### src/rtl/trivia_data_sched.sv
// Front-end scheduler for the TriviA core: takes one AD/message command, streams
// 64-bit words to the core one per request, padding the last partial word of each phase.
module trivia_data_sched (
  input  logic        clk,
  input  logic        rst,
  input  logic        cmd_valid,
  output logic        cmd_ready,
  input  logic [63:0] cmd_adlen,
  input  logic [63:0] cmd_msglen,
  input  logic        din_valid,
  output logic        din_ready,
  input  logic [63:0] din_data,
  output logic        core_start,
  output logic [63:0] core_adlen,
  output logic [63:0] core_msglen,
  input  logic        core_word_req,
  output logic [63:0] core_word,
  output logic        core_word_valid,
  input  logic        core_done,
  output logic        busy,
  output logic        underrun
);

  localparam logic [2:0] ST_IDLE  = 3'd0;
  localparam logic [2:0] ST_START = 3'd1;
  localparam logic [2:0] ST_AD    = 3'd2;
  localparam logic [2:0] ST_MSG   = 3'd3;
  localparam logic [2:0] ST_WAIT  = 3'd4;

  logic [2:0]  state_reg;
  logic [63:0] words_ad_reg, words_msg_reg, words_left_reg, words_fetched_reg;
  logic [2:0]  r_ad_reg, r_msg_reg;
  logic        zero_ad_reg, zero_msg_reg;
  logic [63:0] hold_reg;
  logic        hold_valid_reg;
  logic        underrun_reg;
  logic [63:0] adlen_reg, msglen_reg;

  // ceil(len/8) without a 65-bit adder: whole words plus one for any tail bytes
  logic [63:0] ad_words_c, msg_words_c;
  assign ad_words_c  = (cmd_adlen == 64'd0) ? 64'd1 :
                       {3'b0, cmd_adlen[63:3]} + {63'b0, |cmd_adlen[2:0]};
  assign msg_words_c = (cmd_msglen == 64'd0) ? 64'd1 :
                       {3'b0, cmd_msglen[63:3]} + {63'b0, |cmd_msglen[2:0]};

  logic        in_phase, drain, last_drain, tgt_msg, tgt_ok, tgt_zero;
  logic        can_load, load, load_last;
  logic [63:0] tgt_fetched, tgt_words, pad_word, load_word;
  logic [2:0]  tgt_r;

  assign in_phase   = (state_reg == ST_AD) || (state_reg == ST_MSG);
  assign drain      = core_word_req && hold_valid_reg && in_phase;
  assign last_drain = drain && (words_left_reg == 64'd1);

  // A fetch during the drain of the last AD word already belongs to the message phase
  assign tgt_msg     = (state_reg == ST_MSG) || last_drain;
  assign tgt_ok      = (state_reg == ST_AD) || ((state_reg == ST_MSG) && !last_drain);
  assign tgt_fetched = ((state_reg == ST_AD) && last_drain) ? 64'd0 : words_fetched_reg;
  assign tgt_words   = tgt_msg ? words_msg_reg : words_ad_reg;
  assign tgt_zero    = tgt_msg ? zero_msg_reg : zero_ad_reg;
  assign tgt_r       = tgt_msg ? r_msg_reg : r_ad_reg;

  assign can_load  = (!hold_valid_reg || drain) && tgt_ok && (tgt_fetched < tgt_words);
  assign din_ready = can_load && !tgt_zero;
  assign load      = can_load && (tgt_zero || din_valid);
  assign load_last = (tgt_fetched + 64'd1) == tgt_words;

  genvar gi;
  generate
    for (gi = 0; gi < 8; gi++) begin : g_pad
      assign pad_word[63-8*gi -: 8] = (3'(gi) < tgt_r)  ? din_data[63-8*gi -: 8] :
                                      (3'(gi) == tgt_r) ? 8'h80 : 8'h00;
    end
  endgenerate

  assign load_word = tgt_zero ? 64'h8000_0000_0000_0000 :
                     (load_last && (tgt_r != 3'd0)) ? pad_word : din_data;

  always_ff @(posedge clk or negedge rst) begin
    if (!rst) begin
      state_reg         <= ST_IDLE;
      words_ad_reg      <= 64'd0;
      words_msg_reg     <= 64'd0;
      words_left_reg    <= 64'd0;
      words_fetched_reg <= 64'd0;
      r_ad_reg          <= 3'd0;
      r_msg_reg         <= 3'd0;
      zero_ad_reg       <= 1'b0;
      zero_msg_reg      <= 1'b0;
      hold_reg          <= 64'd0;
      hold_valid_reg    <= 1'b0;
      underrun_reg      <= 1'b0;
      adlen_reg         <= 64'd0;
      msglen_reg        <= 64'd0;
    end else begin
      if (core_word_req && !(hold_valid_reg && in_phase))
        underrun_reg <= 1'b1;

      case (state_reg)
        ST_IDLE: begin
          if (cmd_valid) begin
            words_ad_reg  <= ad_words_c;
            words_msg_reg <= msg_words_c;
            r_ad_reg      <= cmd_adlen[2:0];
            r_msg_reg     <= cmd_msglen[2:0];
            zero_ad_reg   <= (cmd_adlen == 64'd0);
            zero_msg_reg  <= (cmd_msglen == 64'd0);
            adlen_reg     <= ad_words_c << 3;
            msglen_reg    <= msg_words_c << 3;
            underrun_reg  <= 1'b0;
            state_reg     <= ST_START;
          end
        end
        ST_START: begin
          words_left_reg    <= words_ad_reg;
          words_fetched_reg <= 64'd0;
          state_reg         <= ST_AD;
        end
        ST_AD, ST_MSG: begin
          if (drain) begin
            if (last_drain) begin
              if (state_reg == ST_AD) begin
                state_reg      <= ST_MSG;
                words_left_reg <= words_msg_reg;
              end else begin
                state_reg <= ST_WAIT;
              end
            end else begin
              words_left_reg <= words_left_reg - 64'd1;
            end
          end
          words_fetched_reg <= tgt_fetched + {63'b0, load};
          if (load) begin
            hold_reg       <= load_word;
            hold_valid_reg <= 1'b1;
          end else if (drain) begin
            hold_reg       <= 64'd0;
            hold_valid_reg <= 1'b0;
          end
        end
        ST_WAIT: begin
          if (core_done)
            state_reg <= ST_IDLE;
        end
        default: state_reg <= ST_IDLE;
      endcase
    end
  end

  assign cmd_ready       = (state_reg == ST_IDLE);
  assign busy            = (state_reg != ST_IDLE);
  assign core_start      = (state_reg == ST_START);
  assign core_adlen      = adlen_reg;
  assign core_msglen     = msglen_reg;
  assign core_word       = hold_reg;
  assign core_word_valid = hold_valid_reg;
  assign underrun        = underrun_reg;

endmodule

### config.mk
export PLATFORM = sky130hd
export DESIGN_NAME = trivia_data_sched
export DESIGN_NICKNAME = d
export VERILOG_FILES = /design/src/rtl/trivia_data_sched.sv
export SDC_FILE = /design/constraint.sdc
export NUM_CORES = 1
export LEC_CHECK = 0
export CORE_MARGIN = 5
export CORE_UTILIZATION = 56
export CTS_BUF_LIST = sky130_fd_sc_hd__clkbuf_4
export CTS_CLUSTER_SIZE = 25
export DETAILED_ROUTE_END_ITERATION = 10
export PLACE_DENSITY = 0.95
export SLEW_MARGIN = 25
export SYNTH_ARGS = -nofsm -noshare
export SYNTH_HDL_FRONTEND = slang
export SYNTH_SLANG_ARGS = --single-unit
### constraint.sdc
create_clock -name clk -period 9.1 [get_ports clk]
set_input_delay 1.82 -clock clk [delete_from_list [all_inputs] [get_ports clk]]
set_output_delay 1.82 -clock clk [all_outputs]
set_load 0.1 [all_outputs]
==> flow_summary.toml <==
[outcome]
outcome = "finished clean"

[floorplan]
die_h_microns = 219
io_pins = 396
start_util_pct = 56.6
rows = 76
die_x_microns = 219
die_area_sq_um = 47800
core_area_sq_um = 43100

[power]
power.leakage_uw = 0.0118
ir_worst_vdd_mv = 0.0748
p_per_area_nw_per_um2 = 104

[final_layout]
fin_cells = 3919
utilization_pct = 67.6
layout_common_cells = "nand2_1, clkdlybuf4s50_1, dfrtp_1, o21ai_0, nor2_1"
drive_above_1_share_pct = 6.78
multi_input_area_sq_um = 14500
areaGrowthSynthToFinish_pct = 19.6
ff_latch_area_sq_um = 8230
fillCellCount = 3370
nNetsFinal = 3535
layout_commonest_cell = "nand2_1"

[sta]
hold_viol_final = 0
fin_worst_skew_ns = 0.0409
clock.fmax_mhz = 124
setup_viol = 0
setup_slack_ns = 1.03
setup_tns_ns = 0
fin_crit_ns = 8.07
drv_slew = 0
relSlewSlack_pct = 27.4
rsz0062_at_grt = "no"
final.period_utilization_pct = 88.7
worst_pin_slew_ns = 1.09

[worst_hold_path]
min_from = "core_word[21]$_DFFE_PN0P_"
hp-class = "reg2reg"

[setup_path]
cpMostUsedCell = "a21oi_1"
crit_path_start = "core_word_req"
max_stage_delay_ns = 0.50
required_ns = 9.79
worstSetupPathType = "in2reg"
endpoint_kind = "register"
crit_slowest_cell = "clkdlybuf4s50_1"
cp.arrival_ns = 8.76
rr_startpoint = "words_left_reg[58]$_DFFE_PN0P_"
worstPathMaxFanout = 45
startpoint_type = "input pin"

[clocking]
cts_buffer_depth = 3
clock_sinks = 329
root_buffer = "clkbuf_4"
cts_tree = "done"
cts_inserted_buffers = 89
cts_resized = 0
postCtsSetupRepairBufs = 0
path_clk_slew_ns = 0.07
clk_latency_ns = 0.85
htreeDepth = 3
ctsHoldBuffers = 0

[yosys]
synth_top_area_share_pct = 33.8
yosysWarnings = 0
ys_seq_area_share_pct = 33.8
synthArstFlopShare_pct = 100
synthesis.area_sq_um = 24400
synth_compound_area_share_pct = 17.2
synth_top_family_by_area = "simple AND/OR/NAND/NOR gates"
ys_seq_elements = 329
synth_xor_area_share_pct = 8.90
synth-simple-area-share_pct = 26.3
avgSynthCellArea_sq_um = 8.06
synthMuxAreaShare_pct = 2.90
ys_types = 76
ys.flop_type = "dfrtp_1"
synthAdderAreaFrac_pct = 3.64
yosys.area.top_type = "dfrtp_1"
synth_edf_count = 0
synthTopCellsByArea = "dfrtp_1, nand2_1, o21ai_0"
syn_inst = 3022

[global_route]
grt_pass1_wl_mm = 148
grt_pass1_vias = 24990
grt_usage_pct = 39.7
overflow = 0
antenna_found_initial = 2
grt_max_degree = 160

[placed_design]
dp_slack_ns = 0.410
gp_congestion = 1.11
dp_hpwl_mm = 74.6
io_buffers = 389
dpl.cell_count = 3760

[run]
maxCapViolCount = 0

[routing]
post-route-drc-count = 0
drtPass1Iterations = 6
via_count = 26015
routed_wirelength_mm = 97.6
wl_per_cell_microns = 24.9
avgViaCountPerCell = 6.64
detail-route-antenna-nets = 0
drt_iter0_drc = 3713
-- power by group --
part / leakage, uW / switching (uW) / internal [uW]
registers: 0.00450 / 0.0000000000000116 / 1460
clock network: 0.000670 / 662 / 699
logic: 0.00661 / 111 / 97.5
-- Yosys cell counts (23+ instances only) --
library cell and number:
a211oi_1 44, a21o_1 33, nor4_1 71, a32o_1 43
nor3_1 82, clkbuf_1 150, inv_1 44, o31ai_1 31
nor2_1 234, a31oi_1 23, xnor2_1 124, nand3_1 140
o21ai_0 247, and2_1 64, nand4_1 92, and3_1 57
mux2i_1 66, o22ai_1 27, dfrtp_1 329, ha_1 71
or3_1 31, xor2_1 121, buf_4 131, a21oi_1 108
nand2_1 434
-- cell families after synthesis --
group                    Yosys count
AND/OR/NAND/NOR                 1308
XOR/XNOR                         246
other                              1
multiplexers                      70
adder cells (fa/ha/maj)           71
flip-flops                       329
AO/OA/AOI/OAI                    656
buffers and inverters            341
-- path summary, 6_finish.rpt --
path	endpoint	slack (ns)	depth (start not counted)
worst min-delay path	core_word[21]$_DFFE_PN0P_	0.49	1
worst min register to register	core_word[21]$_DFFE_PN0P_	0.49	1
max in group asynchronous	words_fetched_reg[20]$_DFFE_PN0P_	6.58	2
min in group asynchronous	core_word[43]$_DFFE_PN0P_	1.03	1
worst max register to register	words_fetched_reg[58]$_DFFE_PN0P_	1.21	28
worst max-delay path	words_fetched_reg[58]$_DFFE_PN0P_	1.03	29
-- layer usage --
metal / track usage [%] / routed length [microns]
met5: 0 / 0
met4: 21.8 / 6010
met3: 10.7 / 13200
met2: 59.6 / 43000
met1: 52.3 / 35400
-- metrics by stage --
stage	hold slack [ns]	power [uW]	area (sq um)
2_1_floorplan	0.459	1540	24400
3_3_place_gp	0.471	1690	28000
3_5_place_dp	0.480	1700	28000
4_1_cts	0.493	3040	29100
5_1_grt	0.509	3140	29100
6_report	0.493	3030	29100
-- area by class of cell --
| type | count | area share [%] |
|---|---|---|
| sequential | 329 | 28.3 |
| clock buffer | 127 | 3.27 |
| inverter | 44 | 0.567 |
| antenna | 2 | 0.0172 |
| tap | 585 | 2.51 |
| multi-input combinational | 2357 | 49.7 |
| clock inverter | 30 | 0.610 |
| timing repair buffer | 445 | 15.0 |
-- worst max-delay path, delay by kind of cell --
family                   cells  cell delay, ns
buffers and inverters        4            1.07
adder cells (fa/ha/maj)      2            0.55
multiplexers                 1            0.38
AND/OR/NAND/NOR             12            3.32
AO/OA/AOI/OAI               10            1.58
Note: power is estimated with default switching activity, not from simulation.
